===== src/rtl/mem_if_pkg.sv =====
// Shared definitions for the cache <-> backing memory interface:
// default widths, responder FSM encoding and the request bundle.
package mem_if_pkg;

    localparam int MEM_ADDR_W = 6;
    localparam int MEM_DATA_W = 8;
    localparam int CNT_W      = 4;

    typedef enum logic [1:0] {
        ST_IDLE = 2'd0,
        ST_WAIT = 2'd1,
        ST_ACK  = 2'd2
    } mem_state_e;

    typedef struct packed {
        logic                  rd;
        logic                  wr;
        logic [MEM_ADDR_W-1:0] rd_addr;
        logic [MEM_ADDR_W-1:0] wr_addr;
        logic [MEM_DATA_W-1:0] wr_data;
    } mem_req_t;

endpackage


===== src/rtl/backing_mem_responder_array.sv =====
// Storage array for the backing memory: 2**ADDR_W x DATA_W words.
// Ports: clk_i, rst_ni (async, resets mem[a]=a), one write port
// (we_i/waddr_i/wdata_i), one combinational read port (raddr_i/rdata_o).
module mem_storage_array
    import mem_if_pkg::*;
#(
    parameter int ADDR_W = MEM_ADDR_W,
    parameter int DATA_W = MEM_DATA_W
) (
    input  logic              clk_i,
    input  logic              rst_ni,
    input  logic              we_i,
    input  logic [ADDR_W-1:0] waddr_i,
    input  logic [DATA_W-1:0] wdata_i,
    input  logic [ADDR_W-1:0] raddr_i,
    output logic [DATA_W-1:0] rdata_o
);

    localparam int DEPTH = 2 ** ADDR_W;

    logic [DATA_W-1:0] mem_q [DEPTH];

    // Reset loads each word with its own address so contents are known.
    always_ff @(posedge clk_i or negedge rst_ni) begin
        if (!rst_ni) begin
            for (int a = 0; a < DEPTH; a++) begin
                mem_q[a] <= DATA_W'(a);
            end
        end else if (we_i) begin
            mem_q[waddr_i] <= wdata_i;
        end
    end

    assign rdata_o = mem_q[raddr_i];

endmodule


===== src/rtl/backing_mem_responder.sv =====
// Fixed-latency main-memory responder serving cache fills and write-backs.
// Ports: Clk, Reset (async active-low), ReqValid/ReqReady handshake,
// ReqRd/ReqWr/RdAddress/WrAddress/WrData request, AckValid/RspData response.
module backing_mem_responder
    import mem_if_pkg::*;
#(
    parameter int ADDR_W  = MEM_ADDR_W,
    parameter int DATA_W  = MEM_DATA_W,
    parameter int LATENCY = 3
) (
    input  logic              Clk,
    input  logic              Reset,
    input  logic              ReqValid,
    output logic              ReqReady,
    input  logic              ReqRd,
    input  logic              ReqWr,
    input  logic [ADDR_W-1:0] RdAddress,
    input  logic [ADDR_W-1:0] WrAddress,
    input  logic [DATA_W-1:0] WrData,
    output logic              AckValid,
    output logic [DATA_W-1:0] RspData
);

    localparam logic [CNT_W-1:0] CNT_INIT = CNT_W'(LATENCY - 1);

    mem_state_e        state_q, state_d;
    logic [CNT_W-1:0]  cnt_q, cnt_d;
    mem_req_t          req_q, req_d;
    logic [DATA_W-1:0] rsp_q, rsp_d;

    logic              accept;
    logic              go_ack;
    logic              mem_we;
    logic [DATA_W-1:0] mem_rdata;

    assign accept = ReqValid && (state_q == ST_IDLE)
                 && (ReqRd || ReqWr);

    always_comb begin
        state_d = state_q;
        cnt_d   = cnt_q;
        req_d   = req_q;
        unique case (state_q)
            ST_IDLE: begin
                if (accept) begin
                    req_d.rd      = ReqRd;
                    req_d.wr      = ReqWr;
                    req_d.rd_addr = RdAddress;
                    req_d.wr_addr = WrAddress;
                    req_d.wr_data = WrData;
                    cnt_d         = CNT_INIT;
                    state_d       = (LATENCY == 1) ? ST_ACK : ST_WAIT;
                end
            end
            ST_WAIT: begin
                cnt_d = cnt_q - 1'b1;
                if (cnt_q == 1) begin
                    state_d = ST_ACK;
                end
            end
            ST_ACK: begin
                state_d = ST_IDLE;
            end
            default: begin
                state_d = ST_IDLE;
            end
        endcase
    end

    // Commit happens on the edge entering ACK. req_d is used so that a
    // LATENCY==1 build commits the request being captured on that edge.
    assign go_ack = (state_d == ST_ACK) && (state_q != ST_ACK);
    assign mem_we = go_ack && req_d.wr;

    always_comb begin
        rsp_d = rsp_q;
        if (go_ack && req_d.rd) begin
            // The array read port sees pre-write contents: bypass.
            if (req_d.wr && (req_d.wr_addr == req_d.rd_addr)) begin
                rsp_d = req_d.wr_data;
            end else begin
                rsp_d = mem_rdata;
            end
        end
    end

    always_ff @(posedge Clk or negedge Reset) begin
        if (!Reset) begin
            state_q <= ST_IDLE;
            cnt_q   <= '0;
            req_q   <= '0;
            rsp_q   <= '0;
        end else begin
            state_q <= state_d;
            cnt_q   <= cnt_d;
            req_q   <= req_d;
            rsp_q   <= rsp_d;
        end
    end

    mem_storage_array #(
        .ADDR_W (ADDR_W),
        .DATA_W (DATA_W)
    ) u_array (
        .clk_i   (Clk),
        .rst_ni  (Reset),
        .we_i    (mem_we),
        .waddr_i (req_d.wr_addr),
        .wdata_i (req_d.wr_data),
        .raddr_i (req_d.rd_addr),
        .rdata_o (mem_rdata)
    );

    assign ReqReady = (state_q == ST_IDLE);
    assign AckValid = (state_q == ST_ACK);
    assign RspData  = rsp_q;

endmodule


===== config.mk =====
export PLATFORM = sky130hd
export DESIGN_NAME = backing_mem_responder
export DESIGN_NICKNAME = d
export VERILOG_FILES = /design/src/rtl/mem_if_pkg.sv /design/src/rtl/backing_mem_responder_array.sv /design/src/rtl/backing_mem_responder.sv
export SDC_FILE = /design/constraint.sdc
export NUM_CORES = 1
export LEC_CHECK = 0
export CAP_MARGIN = 20
export CORE_ASPECT_RATIO = 1.5
export CORE_UTILIZATION = 26
export CTS_BUF_LIST = sky130_fd_sc_hd__clkbuf_16
export DETAILED_ROUTE_END_ITERATION = 16
export PLACE_DENSITY = 0.41
export SLEW_MARGIN = 0
export SYNTH_ARGS = -nofsm -noshare
export SYNTH_HDL_FRONTEND = slang
export SYNTH_HIERARCHICAL = 1
export SYNTH_SLANG_ARGS = --single-unit
export TNS_END_PERCENT = 1

===== constraint.sdc =====
create_clock -name Clk -period 4.25 [get_ports Clk]
set_input_delay 1.275 -clock Clk [delete_from_list [all_inputs] [get_ports Clk]]
set_output_delay 1.275 -clock Clk [all_outputs]
set_load 0.01 [all_outputs]

==> results.toml, run 1 <==
[synthesis]
synth_common_cells = "mux2_2, dfrtp_1, dfstp_2, mux4_2, nand2_1"
synth.most_common_cell = "mux2_2"
avgSynthCellArea_um2 = 15.3
synth_nets = 1693
synth_edf_count = 0
yosysSeqAreaShare = 0.548
yosys_warnings = 6
yosys.area.top_type_share = 0.350
synth.largest_area_cell = "dfrtp_1"
synth_area_um2 = 25500
ys_ff_latch = 548
synth_area_leaders = "dfrtp_1, mux2_2, dfstp_2, mux4_2, mux2_1"
async_flop_share = 1.00
synth_ff_type = "dfrtp_1"
synthCells = 1666
synthDistinctLibCells = 57

[final_layout]
finalNetCount = 1893
layout-drive-gt1-share = 0.590
fin_area_um2 = 31500
area_growth_pct = 23.6

[flow_run]
maxCapViolCount = 0

[worst_hold_path]
hp-class = "reg -> reg"
worstHoldEndpoint = "req_q[21]"
hold_start = "req_q[21]"
whs_path_depth = 2

[worst_setup_path]
cp_cell_sequence = "clkdlybuf4s50_1, buf_4, o211a_2, nand2_1, nand2_4, buf_12, buf_12, mux4_2, mux2i_1, buf_4, a21oi_1, o21ai_1, o31ai_1, a221o_1"
crit_cells = 14
startpoint_type = "primary input"
arrival_ns = 4.59
worstPathMaxFanout = 21
rr_endpoint = "RspData[6]"
max_stage_delay_ns = 0.50
slowest_stage = "mux4_2"
crit_path_end_kind = "flip-flop"
critPathKind = "in -> reg"
reg2reg_from = "state_q[1]"
reg2reg_depth = 13
r2r_slack_ns = 0.72
crit_family = "buffers and inverters"
cp.required_ns = 4.77
critical_path_buf_inv_count = 5

[route]
num_vias = 14908
dr.pass1.iters = 4
detail_route.wirelength_um = 79000
routedWlPerCell_um = 24.7
drtIter0Drc = 636
ant_nets = 0
via_per_inst = 4.67
drc = 0

[floorplanning]
pin_count = 35
core_area_um2 = 97000
dieArea_um2 = 99200
die_w_um = 258
die_h_um = 385
std_cell_rows = 140
initial_core_util = 0.262

[status]
status = "finished, final reports clean"

[placed_design]
port_buffers = 34
hpwlAfterDp_um = 55500
dpl_cell_area_um2 = 29600
gp_congestion = 0.794

[global_route]
grt_pass1_vias = 16709
grt_pass1_wl_um = 119000
gr-total-overflow = 0
grt_max_degree = 91
grt_use_total = 0.163
antenna_found_initial = 2

[sta]
relSlewSlack = 0.385
finClkSkew_ns = 0.0291
slew_viol_final = 0
fmax_ghz = 0.245
rsz0062_at_grt = "false"
timing.final.hold_violations = 0
fin_crit_ns = 4.08
fin_crit_sh = 0.959
setup_viol = 0
worstMarginPinSlew_ns = 0.918

[cts]
cts_buffer_depth = 3
clkSinkCount = 548
cts-htree-levels = 2
numCtsBuffers = 56
cts_tree = "done"
post_cts_resized = 0
clock_latency_ns = 0.65
path_clk_slew_ns = 0.07
cts-root-buf = "clkbuf_16"

[power]
p_total_mw = 17.2
p_leak_nw = 14.1
powerDensity_nw_per_um2 = 546
ir_worst_vdd_uv = 428
==> stage by stage <==
| step | util | hold slack, ns | TNS, ns | worst slack, ns | instances |
|---|---|---|---|---|---|
| global route | 0.324 | 0.495 | 0 | 0.0384 | 3192 |
| CTS | 0.324 | 0.486 | 0 | 0.109 | 3192 |
| global placement | 0.305 | 0.462 | -59.01 | -0.756 | 3084 |
| floorplan | - | 0.445 | 0 | 0.0291 | 1666 |
| detailed placement | 0.305 | 0.471 | -33.32 | -0.737 | 3085 |
| finish | 0.324 | 0.482 | 0 | 0.175 | 3194 |
==> per-layer routing <==
metal,up-vias,track usage,share of wire
met1,8059,0.188,0.39
li1,6557,-,-
met4,0,0.0604,0.035
met2,185,0.306,0.55
met3,107,0.0179,0.023
met5,-,0,0
==> registers in the layout (all words and copies together) (netlist names) <==
register,cells
u_array/mem_q,512
req_q,22
RspData,8
cnt_q,4
state_q,2
==> layout make-up <==
class	instances	area [um^2]
antenna	2	5.00
clock buffer	57	1430
clock inverter	49	379
fill	9584	65600
inverter	4	15.0
multi-input combinational	992	10900
sequential	548	14000
tap	1278	1600
timing repair buffer	264	3140
==> repair_timing <==
item,4_1_cts,5_1_grt
buffers inserted,1,0
setup endpoints to repair,2,0
hold buffers,0,0
endpoints found under the hold margin,0,0
==> worst max-delay path by stage <==
stage                     start         end  slack (ns)
after floorplan           ReqWr  RspData[0]        0.03
after global placement    ReqRd  RspData[4]       -0.76
after detailed placement  ReqRd  RspData[4]       -0.74
after CTS                 ReqWr  RspData[4]        0.11
after global routing      ReqWr  RspData[6]        0.04
final                     ReqWr  RspData[6]        0.17
==> kinds of logic after synthesis <==
logic type,count (synthesis),synth area share
buffers and inverters,126,0.0238
adders and majority gates,2,0.000983
DFF,548,0.548
muxes,677,0.358
xor gates and xnor gates,13,0.00447
AOI/OAI and AO/OA,80,0.0214
and+or+nand+nor,220,0.0435
==> cells in the final DEF (no fill, tap or decap), types with 11 or more instances in the layout <==
cell,n
mux2_2,460
dfrtp_1,356
dfstp_2,192
buf_4,144
mux4_2,123
nand2_1,96
buf_12,85
clkbuf_16,57
mux2_1,57
clkdlybuf4s50_1,33
mux2i_1,28
nor2_1,26
nor2_2,19
clkinv_1,17
a21oi_1,16
inv_1,14
o21ai_1,14
clkinv_2,11
==> worst min-delay path: cells and delay by family, from the launching register on <==
| kind | cells | cell delay, ns |
|---|---|---|
| simple gates | 2 | 0.11 |
| flops | 1 | 0.34 |
==> power breakdown <==
group / total [mW] / internal (mW) / switching, mW
clock network: 4.93 / 2.73 / 2.20
registers: 6.00 / 5.72 / 0.285
logic: 6.25 / 2.53 / 3.72
No activity file was read; power rests on OpenSTA's default activity.
==> run 2, diff against run 1 <==
--- a/config.mk
+++ b/config.mk
@@ -11,6 +11,7 @@
 export CTS_BUF_LIST = sky130_fd_sc_hd__clkbuf_16
 export DETAILED_ROUTE_END_ITERATION = 16
 export PLACE_DENSITY = 0.41
+export SKIP_CTS_REPAIR_TIMING = 1
 export SLEW_MARGIN = 0
 export SYNTH_ARGS = -nofsm -noshare
 export SYNTH_HDL_FRONTEND = slang
==> results.toml, run 2 (synthesis results as in run 1) <==
[status]
status = "finished, final reports clean"

[sta]
timing.final.hold_violations = 0
fin_crit_ns = 4.08
finalSetupTns_ns = 0
fmax_ghz = 0.245
timing.hold.ws_ns = 0.482
fin_crit_sh = 0.959
worstMarginPinSlew_ns = 0.918
setup_viol = 0
relSlewSlack = 0.385
slew_viol_final = 0
rsz0062_at_grt = "false"
finClkSkew_ns = 0.0292

[route]
routedWlPerCell_um = 24.7
via_per_inst = 4.67
drc = 0
dr.pass1.iters = 4
drtIter0Drc = 633
ant_nets = 0
num_vias = 14903
detail_route.wirelength_um = 79000

[cts]
cts_buffer_depth = 3
cts-root-buf = "clkbuf_16"
clock_latency_ns = 0.65
cts-htree-levels = 2
cts_tree = "done"
clkSinkCount = 548
path_clk_slew_ns = 0.07
numCtsBuffers = 56

[power]
p_total_mw = 17.2
p_leak_nw = 14.1
powerDensity_nw_per_um2 = 546
ir_worst_vdd_uv = 428

[floorplanning]
pin_count = 35
core_area_um2 = 97000
die_h_um = 385
std_cell_rows = 140
die_w_um = 258
initial_core_util = 0.262
dieArea_um2 = 99200

[worst_hold_path]
worstHoldEndpoint = "req_q[21]"
hold_start = "req_q[21]"
whs_path_depth = 2
hp-class = "reg -> reg"

[final_layout]
finalNetCount = 1893
top_register = "u_array/mem_q"
layout-drive-gt1-share = 0.590
finish.utilization = 0.324
mostFrequentLayoutCells = "mux2_2, dfrtp_1, dfstp_2, buf_4, mux4_2"
layout_commonest_cell = "mux2_2"
fin_area_um2 = 31500
area_growth_pct = 23.6
largest_reg_flops = 512

[worst_setup_path]
arrival_ns = 4.59
worstPathMaxFanout = 21
r2r_slack_ns = 0.72
rr_endpoint = "RspData[6]"
cp_cell_sequence = "clkdlybuf4s50_1, buf_4, o211a_2, nand2_1, nand2_4, buf_12, buf_12, mux4_2, mux2i_1, buf_4, a21oi_1, o21ai_1, o31ai_1, a221o_1"
reg2reg_depth = 13
crit_path_end_kind = "flip-flop"
crit_family = "buffers and inverters"
cp.required_ns = 4.77
critical_path_buf_inv_count = 5
startpoint_type = "primary input"
slowest_stage = "mux4_2"
critPathKind = "in -> reg"
reg2reg_from = "state_q[1]"
max_stage_delay_ns = 0.50

[flow_run]
maxCapViolCount = 0

[global_route]
antenna_found_initial = 2
grt_pass1_vias = 16711
grt_pass1_wl_um = 119000
grt_max_degree = 91
grt_use_total = 0.163
gr-total-overflow = 0

[placed_design]
hpwlAfterDp_um = 55500
gp_congestion = 0.794
dpl_cell_area_um2 = 29600
port_buffers = 34
run 2: cell counts in the layout (fill, tap and decap cells not counted):
Identical to the previous run, type by type.
run 2: layer usage:
| metal | up-vias | part of all wire | wire length [um] | global-route usage |
|---|---|---|---|---|
| met5 | - | 0 | 0 | 0 |
| met4 | 0 | 0.035 | 2770 | 0.0604 |
| met3 | 107 | 0.023 | 1820 | 0.0179 |
| met2 | 187 | 0.55 | 43300 | 0.306 |
| met1 | 8055 | 0.39 | 31100 | 0.188 |
| li1 | 6554 | - | - | - |
run 2: cell type report:
class	count	area [um^2]
Sequential cell	548	14000
Fill cell	9585	65600
Antenna cell	2	5.00
Multi-Input combinational cell	992	10900
Inverter	4	15.0
Clock buffer	57	1430
Timing Repair Buffer	264	3140
Clock inverter	49	379
Tap cell	1278	1600
run 2: how the worst max path moves through the flow:
stage,startpoint,end,slack [ns],depth (start not counted)
final,ReqWr,RspData[6],0.17,14
after global routing,ReqWr,RspData[6],0.04,14
after CTS,ReqRd,RspData[4],-0.04,12
after detailed placement,ReqRd,RspData[4],-0.74,12
after global placement,ReqRd,RspData[4],-0.76,12
after floorplan,ReqWr,RspData[0],0.03,12
run 2: worst reg2reg max path, stage by stage (launching register included):
cell and delay [ns]:
dfrtp_1 0.40, nor2_2 0.23, o211a_2 0.32, nand2_1 0.13
nand2_4 0.12, buf_12 0.23, buf_12 0.17, mux4_2 0.50
mux2i_1 0.28, buf_4 0.17, a21oi_1 0.15, o21ai_1 0.24
o31ai_1 0.12, a221o_1 0.33
run 2: report_power, final:
group / internal (mW) / switching (mW) / total, mW
logic: 2.53 / 3.72 / 6.25
registers: 5.72 / 0.285 / 6.00
clock network: 2.73 / 2.20 / 4.93
total: 11.0 / 6.20 / 17.2
run 2: through the flow:
stage	setup WS [ns]	instances
6_report	0.175	3194
5_1_grt	0.0384	3192
4_1_cts	-0.0428	3191
3_5_place_dp	-0.737	3085
3_3_place_gp	-0.756	3084
2_1_floorplan	0.0291	1666
==> run 3, diff against run 2 <==
--- a/config.mk
+++ b/config.mk
@@ -5,12 +5,14 @@
 export SDC_FILE = /design/constraint.sdc
 export NUM_CORES = 1
 export LEC_CHECK = 0
+export ABC_AREA = 1
 export CAP_MARGIN = 20
 export CORE_ASPECT_RATIO = 1.5
 export CORE_UTILIZATION = 26
 export CTS_BUF_LIST = sky130_fd_sc_hd__clkbuf_16
 export DETAILED_ROUTE_END_ITERATION = 16
-export PLACE_DENSITY = 0.41
+export DONT_BUFFER_PORTS = 1
+export PLACE_DENSITY = 0.4
 export SKIP_CTS_REPAIR_TIMING = 1
 export SLEW_MARGIN = 0
 export SYNTH_ARGS = -nofsm -noshare
==> results.toml, run 3 <==
[cts]
cts-root-buf = "clkbuf_16"
clock_latency_ns = 0.64
cts-htree-levels = 2
numCtsBuffers = 56
path_clk_slew_ns = 0.06
cts_tree = "done"
clkSinkCount = 548
cts_buffer_depth = 3

[worst_setup_path]
cp.required_ns = 4.81
crit_path_end_kind = "flip-flop"
cpMostUsedCell = "nand2_1"
critical_path_buf_inv_count = 2
cp_cell_sequence = "inv_1, nand2_1, nand3_2, buf_4, nand2_2, nand2_1, nor3_1, nand2_1, nor2_2, nor2_1, a21oi_1"
reg2reg_depth = 10
crit_cells = 11
crit_family = "simple AND/OR/NAND/NOR gates"
arrival_ns = 3.85
max_stage_delay_ns = 0.62
startpoint_type = "primary input"
critPathKind = "in -> reg"
worstPathMaxFanout = 24
slowest_stage = "nor2_2"

[route]
routedWlPerCell_um = 20.3
num_vias = 21082
via_per_inst = 4.73
dr.pass1.iters = 5
drc = 0
drtIter0Drc = 1528
detail_route.wirelength_um = 90200
ant_nets = 0

[power]
p_switching_mw = 8.76
p_int_mw = 10.8
p_leak_nw = 12.2
powerDensity_nw_per_um2 = 675
ir_worst_vdd_uv = 491
p_clk_frac = 0.249
switching_share = 0.448
combPwrFrac = 0.425
p_seq_frac = 0.325

[synthesis]
synthDistinctLibCells = 28
yosysSeqAreaShare = 0.543
async_flop_share = 1.00
synth_nets = 3253
yosys.area.top_type_share = 0.347
avgSynthCellArea_um2 = 7.97
synth_area_leaders = "dfrtp_1, dfstp_2, nand2_1, nand3_1, o21ai_0"
ys_ff_latch = 548
yosys_warnings = 6
synthCells = 3226
synth.most_common_cell = "nand2_1"
synth_ff_type = "dfrtp_1"
synth_common_cells = "nand2_1, nand3_1, o21ai_0, dfrtp_1, dfstp_2"
synth_edf_count = 0
synth.largest_area_cell = "dfrtp_1"
synth_area_um2 = 25700

[final_layout]
finalNetCount = 3157
n_antenna_cell = 0
top_register = "u_array/mem_q"
mostFrequentLayoutCells = "nand2_1, nand3_1, o21ai_0, dfrtp_1, dfstp_2"
largest_reg_flops = 512
layout-drive-gt1-share = 0.127
layout_commonest_cell = "nand2_1"
final_cell_count_no_fill = 4454
fin_area_um2 = 29000
area_growth_pct = 12.7

[sta]
fin_crit_sh = 0.774
setup_viol = 0
finalSetupTns_ns = 0
timing.final.hold_violations = 0
slew_viol_final = 272
worstMarginPinSlew_ns = 2.57
finClkSkew_ns = 0.0189
rsz0062_at_grt = "false"
relSlewSlack = -0.715
fmax_ghz = 0.304
fin_crit_ns = 3.29

[floorplanning]
die_h_um = 387
std_cell_rows = 140
dieArea_um2 = 100000
die_w_um = 259
core_area_um2 = 97600
initial_core_util = 0.263
pin_count = 35

[placed_design]
port_buffers = 0
gp_congestion = 0.800
place_inst = 4350
dpl_cell_area_um2 = 27200
hpwlAfterDp_um = 55600

[status]
violations = "max-slew violations"
status = "finished with violations"

[worst_hold_path]
hp-class = "in -> async"

[global_route]
grt_pass1_wl_um = 138000
gr-total-overflow = 0
grt_max_degree = 549
grt_use_total = 0.181
antenna_found_initial = 0
grt_pass1_vias = 20869

[flow_run]
maxCapViolCount = 0
==> run 3: changes by cell type after synthesis, moves of 27 or more <==
cell,change
nand2_1,+1104
mux2_2,-460
nand3_1,+434
o21ai_0,+424
mux4_2,-123
clkbuf_1,+106
a21oi_1,+83
nor2_1,+74
inv_1,+60
mux2_1,-57
mux2i_1,-28
nand4_1,+27
==> run 3: area by class of cell <==
cell class	count	area [um^2]
inverter	75	292
tap	1278	1600
sequential	548	14000
clock buffer	57	1430
fill	10589	68600
timing repair buffer	78	861
multi-input combinational	2371	10500
clock inverter	47	313
==> run 3: per-layer routing <==
| metal | GRT usage | vias up | routed length, um |
|---|---|---|---|
| met5 | 0 | - | 0 |
| met4 | 0.0736 | 0 | 3720 |
| met3 | 0.0195 | 153 | 2660 |
| met2 | 0.316 | 348 | 45100 |
| met1 | 0.224 | 10222 | 38700 |
| li1 | - | 10359 | - |
==> run 3: cells by family after synthesis <==
logic type | count (synthesis) | share of synthesized area
AOI/OAI and AO/OA | 529 | 0.103
adders and majority gates | 2 | 0.000974
buffers and inverters | 307 | 0.0490
DFF | 548 | 0.543
and+or+nand+nor | 1840 | 0.304
==> run 3: path summary, 6_finish.rpt <==
check	from	to	slack, ns
min reg2reg	req_q[21]	req_q[21]	0.48
max	ReqWr	u_array/mem_q[189]	0.96
max reg2reg	state_q[1]	u_array/mem_q[189]	1.10
max in group asynchronous	Reset	u_array/mem_q[473]	1.89
min	Reset	u_array/mem_q[107]	0.45
min in group Clk	req_q[21]	req_q[21]	0.48
==> run 3: through the flow <==
stage,utilization,setup slack [ns],total power [mW],hold WS [ns]
5_1_grt,0.297,0.690,20.7,0.407
2_1_floorplan,-,0.981,11.0,0.438
3_5_place_dp,0.279,0.265,14.9,0.465
4_1_cts,0.297,0.957,19.9,0.390
3_3_place_gp,0.279,0.279,14.9,0.457
6_report,0.297,0.961,19.6,0.451
==> run 3: power by group through the flow <==
stage	sequential (mW)	clock (mW)	combinational [mW]
after detailed placement	6.45	0	8.47
final	6.36	4.87	8.32
after CTS	6.37	5.07	8.49
after global placement	6.45	0	8.50
after floorplan	6.33	0	4.71
after global routing	6.45	5.26	9.04
